File: src/rtl/fifo_pkg.sv
// Shared defaults and helpers for the fifo block.
package fifo_pkg;

  localparam int COL_BIT_WIDTH_DEF = 32;
  localparam int ROWS_DEF          = 8;

  // Pointers carry one extra wrap bit above the row index.
  function automatic int ptr_width(input int row_addr_width);
    return row_addr_width + 1;
  endfunction

endpackage

File: src/rtl/fifo_mem.sv
// Register-file storage for fifo: synchronous write, asynchronous read.
// Rows are intentionally not reset.
module fifo_mem
  import fifo_pkg::*;
#(
  parameter int W    = COL_BIT_WIDTH_DEF,
  parameter int ROWS = ROWS_DEF,
  parameter int AW   = $clog2(ROWS)
) (
  input  logic          clk,
  input  logic          we,
  input  logic [AW-1:0] waddr,
  input  logic [W-1:0]  wdata,
  input  logic [AW-1:0] raddr,
  output logic [W-1:0]  rdata
);

  logic [ROWS-1:0][W-1:0] mem;

  for (genvar i = 0; i < ROWS; i++) begin : g_row
    always_ff @(posedge clk) begin
      if (we && (waddr == AW'(i))) mem[i] <= wdata;
    end
  end

  assign rdata = mem[raddr];

endmodule

File: src/rtl/fifo.sv
// Synchronous first-word-fall-through FIFO with wrap-bit pointers.
// Optional occupancy output `count` is enabled by defining FIFO_COUNT_EN.
module fifo
  import fifo_pkg::*;
#(
  parameter int COL_BIT_WIDTH  = COL_BIT_WIDTH_DEF,
  parameter int ROWS           = ROWS_DEF,
  parameter int ROW_ADDR_WIDTH = $clog2(ROWS)
) (
  input  logic                      clk,
  input  logic                      reset,
  input  logic                      w_req,
  input  logic [COL_BIT_WIDTH-1:0]  w_data,
  input  logic                      r_req,
  output logic [COL_BIT_WIDTH-1:0]  r_data,
  output logic [ROW_ADDR_WIDTH:0]   write_ptr,
  output logic [ROW_ADDR_WIDTH:0]   read_ptr,
  output logic                      w_stall,
  output logic                      r_stall
`ifdef FIFO_COUNT_EN
  ,
  output logic [ROW_ADDR_WIDTH:0]   count
`endif
);

  localparam int PTR_W = ptr_width(ROW_ADDR_WIDTH);

  logic                     empty, full;
  logic                     wr_en, rd_en;
  logic [COL_BIT_WIDTH-1:0] mem_rdata;

  // Flags come only from registered pointers, so stalls never depend on requests.
  assign empty = (write_ptr == read_ptr);
  assign full  = (write_ptr[ROW_ADDR_WIDTH-1:0] == read_ptr[ROW_ADDR_WIDTH-1:0]) &&
                 (write_ptr[ROW_ADDR_WIDTH] != read_ptr[ROW_ADDR_WIDTH]);

  assign w_stall = full;
  assign r_stall = empty;

  assign wr_en = w_req && !full;
  assign rd_en = r_req && !empty;

  always_ff @(posedge clk or posedge reset) begin
    if (reset) begin
      write_ptr <= '0;
      read_ptr  <= '0;
    end else begin
      if (wr_en) write_ptr <= write_ptr + PTR_W'(1);
      if (rd_en) read_ptr  <= read_ptr + PTR_W'(1);
    end
  end

  // Gate the storage write with reset so no row changes while reset is held.
  fifo_mem #(
    .W    (COL_BIT_WIDTH),
    .ROWS (ROWS),
    .AW   (ROW_ADDR_WIDTH)
  ) u_mem (
    .clk   (clk),
    .we    (wr_en && !reset),
    .waddr (write_ptr[ROW_ADDR_WIDTH-1:0]),
    .wdata (w_data),
    .raddr (read_ptr[ROW_ADDR_WIDTH-1:0]),
    .rdata (mem_rdata)
  );

  assign r_data = empty ? '0 : mem_rdata;

`ifdef FIFO_COUNT_EN
  assign count = write_ptr - read_ptr;
`endif

endmodule

File: config.mk
export PLATFORM = sky130hd
export DESIGN_NAME = fifo
export DESIGN_NICKNAME = d
export VERILOG_FILES = /design/src/rtl/fifo_pkg.sv /design/src/rtl/fifo_mem.sv /design/src/rtl/fifo.sv
export SDC_FILE = /design/constraint.sdc
export NUM_CORES = 1
export LEC_CHECK = 0
export CORE_MARGIN = 4
export CORE_UTILIZATION = 40
export DETAILED_ROUTE_END_ITERATION = 8
export REMOVE_ABC_BUFFERS = 1
export SYNTH_ARGS = -nofsm -noshare
export SYNTH_HDL_FRONTEND = slang
export SYNTH_SLANG_ARGS = --single-unit
File: constraint.sdc
create_clock -name clk -period 6 [get_ports clk]
set_clock_uncertainty 0.15 [all_clocks]
set_input_delay 1.5 -clock clk [delete_from_list [all_inputs] [get_ports clk]]
set_output_delay 1.5 -clock clk [all_outputs]
set_load 0.005 [all_outputs]
==> impl_metrics.py <==
metrics = {
    "routing": {
        "routed_wirelength_um": 22200,
        "drc": 0,
        "viasPerCell": 5.35,
        "drtPass1Iterations": 4,
        "drtIter0Drc": 394,
        "wl_per_cell_um": 21.7,
        "ant_nets": 0,
        "dr_total_vias": 5472,
    },
    "global_route": {
        "use_met3_pct": 3.37,
        "grt_use_total_pct": 15.2,
        "first_global_vias": 5855,
        "use_met1_pct": 20.0,
        "grtUsageMet2_pct": 25.8,
        "antenna_found_initial": 2,
        "grt_start_max_net_pins": 103,
        "busiest_layer": "met2",
        "grt_overflow": 0,
        "grt_pass1_wl_um": 33700,
    },
    "sta": {
        "setup_viol": 0,
        "relSlewSlack_pct": 24.0,
        "min_period_ns": 4.87,
        "rsz0062_at_grt": "no",
        "tns_ns": 0,
        "worst_pin_slew_ns": 1.14,
        "hold_viol": 0,
        "clock.fmax_mhz": 205,
        "finalMaxSlewViolations": 0,
        "fin_crit_sh_pct": 81.1,
    },
    "floorplan": {
        "die_w_um": 170,
        "ios": 78,
        "dieArea_um2": 28900,
        "start_util_pct": 40.5,
        "core_area_um2": 25900,
        "die_height_um": 170,
        "fp-row-count": 59,
    },
    "logic_synthesis": {
        "synthFlopType": "edfxtp_1",
        "synth-edff-count": 256,
        "synthArstFlopShare_pct": 3.03,
        "synth.largest_area_cell": "edfxtp_1",
        "synth.most_common_cell": "edfxtp_1",
        "synth-seq-cells": 264,
        "syn_area_um2": 10500,
        "yosysUniqueCellTypes": 33,
        "synthCells": 585,
        "syn_area_per_cell_um2": 17.9,
        "ys_warn_count": 0,
        "netlist_top_cells_area": "edfxtp_1 (73%), mux2i_1 (12%), a22oi_1 (4.6%), and3_1 (1.9%), dfrtp_1 (1.9%)",
        "synth_top_area_share_pct": 73.2,
        "seq_area_frac_synth_pct": 75.1,
        "synth_common_cells": "edfxtp_1 (256), mux2i_1 (129), a22oi_1 (64), and3_1 (32), clkbuf_1 (18)",
    },
    "cts": {
        "clkLatencyLatePin_ns": 0.51,
        "cts_num_sinks": 264,
        "cts_buffers": 27,
        "cts_tree": "built",
        "cts_setup_buffers": 0,
        "ctsResizeCount": 0,
        "cts_root_buf": "clkbuf_16",
        "clkTransAtPathRegs_ns": 0.06,
        "ctsHoldBuffers": 0,
        "cts_max_level": 1,
        "clk_path_buf_depth": 3,
    },
    "place": {
        "dp_hpwl_um": 12000,
        "globalplace.congestion": 0.755,
        "dp_cells": 974,
        "port_buffers": 77,
    },
    "pwr": {
        "vdd_drop_max_mv": 0.358,
        "leakagePower_nw": 4.46,
        "powerDensity_nw_per_um2": 500,
    },
    "finish": {
        "layout-drive-gt1-share_pct": 11.3,
        "fillers": 2098,
        "nets": 711,
        "antennaDiodeCount": 0,
        "final_util_pct": 49.0,
        "syn_to_final_growth_pct": 21.0,
        "stdcell_count": 1023,
    },
    "status": {
        "status": "finished, final reports clean",
    },
    "setup_path": {
        "crit_path_end_kind": "output port",
        "crit-reg2reg-launch": "read_ptr[1]$_DFFE_PP0P_",
        "r2r_slack_ns": 2.74,
        "cp.required_ns": 4.35,
        "critPathLaunchType": "flip-flop",
        "critPathKind": "flip-flop to output port",
        "cp.arrival_ns": 3.22,
        "crit_fanout": 102,
        "rr_worst_depth": 5,
        "critPathLaunch": "read_ptr[1]$_DFFE_PP0P_",
        "r2r_end": "u_mem.mem[2]$_DFFE_PP_",
    },
    "job": {
        "cap_violations": 0,
    },
    "worst_hold_path": {
        "worstHoldPathType": "flip-flop to flip-flop",
        "hold_end": "read_ptr[3]$_DFFE_PP0P_",
        "holdPathStages": 2,
        "min_from": "read_ptr[3]$_DFFE_PP0P_",
    },
}
cell usage in the layout, fill, tap and decap left out, types with 2 or more instances in the layout:
cell / n
clkdlybuf4s50_1: 77
clkbuf_8: 5
mux2i_1: 129
nand4_1: 3
buf_4: 10
clkinv_2: 7
edfxtp_1: 256
nor2b_4: 2
clkbuf_1: 4
nor3_2: 4
nor4_2: 2
xor2_1: 4
nor2_4: 2
and3_1: 32
buf_12: 4
dfrtp_1: 7
ha_1: 7
inv_1: 9
xnor2_1: 6
nand2_1: 3
a22oi_1: 64
clkbuf_16: 27
bufinv_16: 5
flip-flops by register name, summed over array words and instances (netlist names):
register,cells
u_mem.mem,256
read_ptr,4
write_ptr,4
worst max-delay path, cell delays in order, from the launching register on:
cell and delay (ns):
dfrtp_4 0.80, buf_12 0.55, mux2i_1 0.21, a22oi_1 0.19, and3_1 0.25, clkdlybuf4s50_1 0.52
report_power, final:
group	internal (mW)	switching (mW)	total (mW)
Combinational	1.13	1.11	2.24
Sequential	2.20	0.159	2.36
Clock	1.10	0.649	1.75
cells by family (layout without fill, tap and decap cells):
group | Yosys count | count (layout) | share of synthesized area (%)
buf+inv | 46 | 149 | 1.93
mux | 131 | 131 | 12.6
flops | 264 | 264 | 75.1
fa+ha+maj | 7 | 7 | 0.834
xor+xnor | 11 | 11 | 0.989
compound gates | 72 | 72 | 5.52
simple gates | 54 | 54 | 3.03
worst max path at each step:
stage	slack, ns	cells past startpoint	end
2_1_floorplan	-2.54	3	u_mem.mem[160]$_DFFE_PP_
3_3_place_gp	1.74	5	r_data[20]
3_5_place_dp	1.70	5	r_data[28]
4_1_cts	1.15	5	r_data[28]
5_1_grt	0.94	5	r_data[23]
6_report	1.13	5	r_data[28]
metrics by stage:
stage	power, mW	worst slack (ns)	hold slack, ns	instance area (um^2)
after global placement	4.63	1.74	0.444	11700
after CTS	6.42	1.15	0.493	12700
final	6.35	1.13	0.489	12700
after floorplan	3.71	-2.54	0.421	10300
after global routing	6.66	0.944	0.543	12700
after detailed placement	4.67	1.70	0.474	11700
per-layer routing:
layer | routed length (um) | share of wire [%]
met1 | 9490 | 43
met2 | 10900 | 49
met3 | 1420 | 6.4
met4 | 414 | 1.9
met5 | 21 | 0.095
cell type report:
class | count | area, um^2 | share of cell area [%]
clock buffer | 36 | 759 | 5.98
inverter | 9 | 33.8 | 0.266
sequential | 264 | 7890 | 62.2
multi-input combinational | 275 | 2470 | 19.5
clock inverter | 13 | 193 | 1.52
tap | 335 | 419 | 3.30
timing repair buffer | 91 | 926 | 7.29
(Power assumes the default switching activity.)
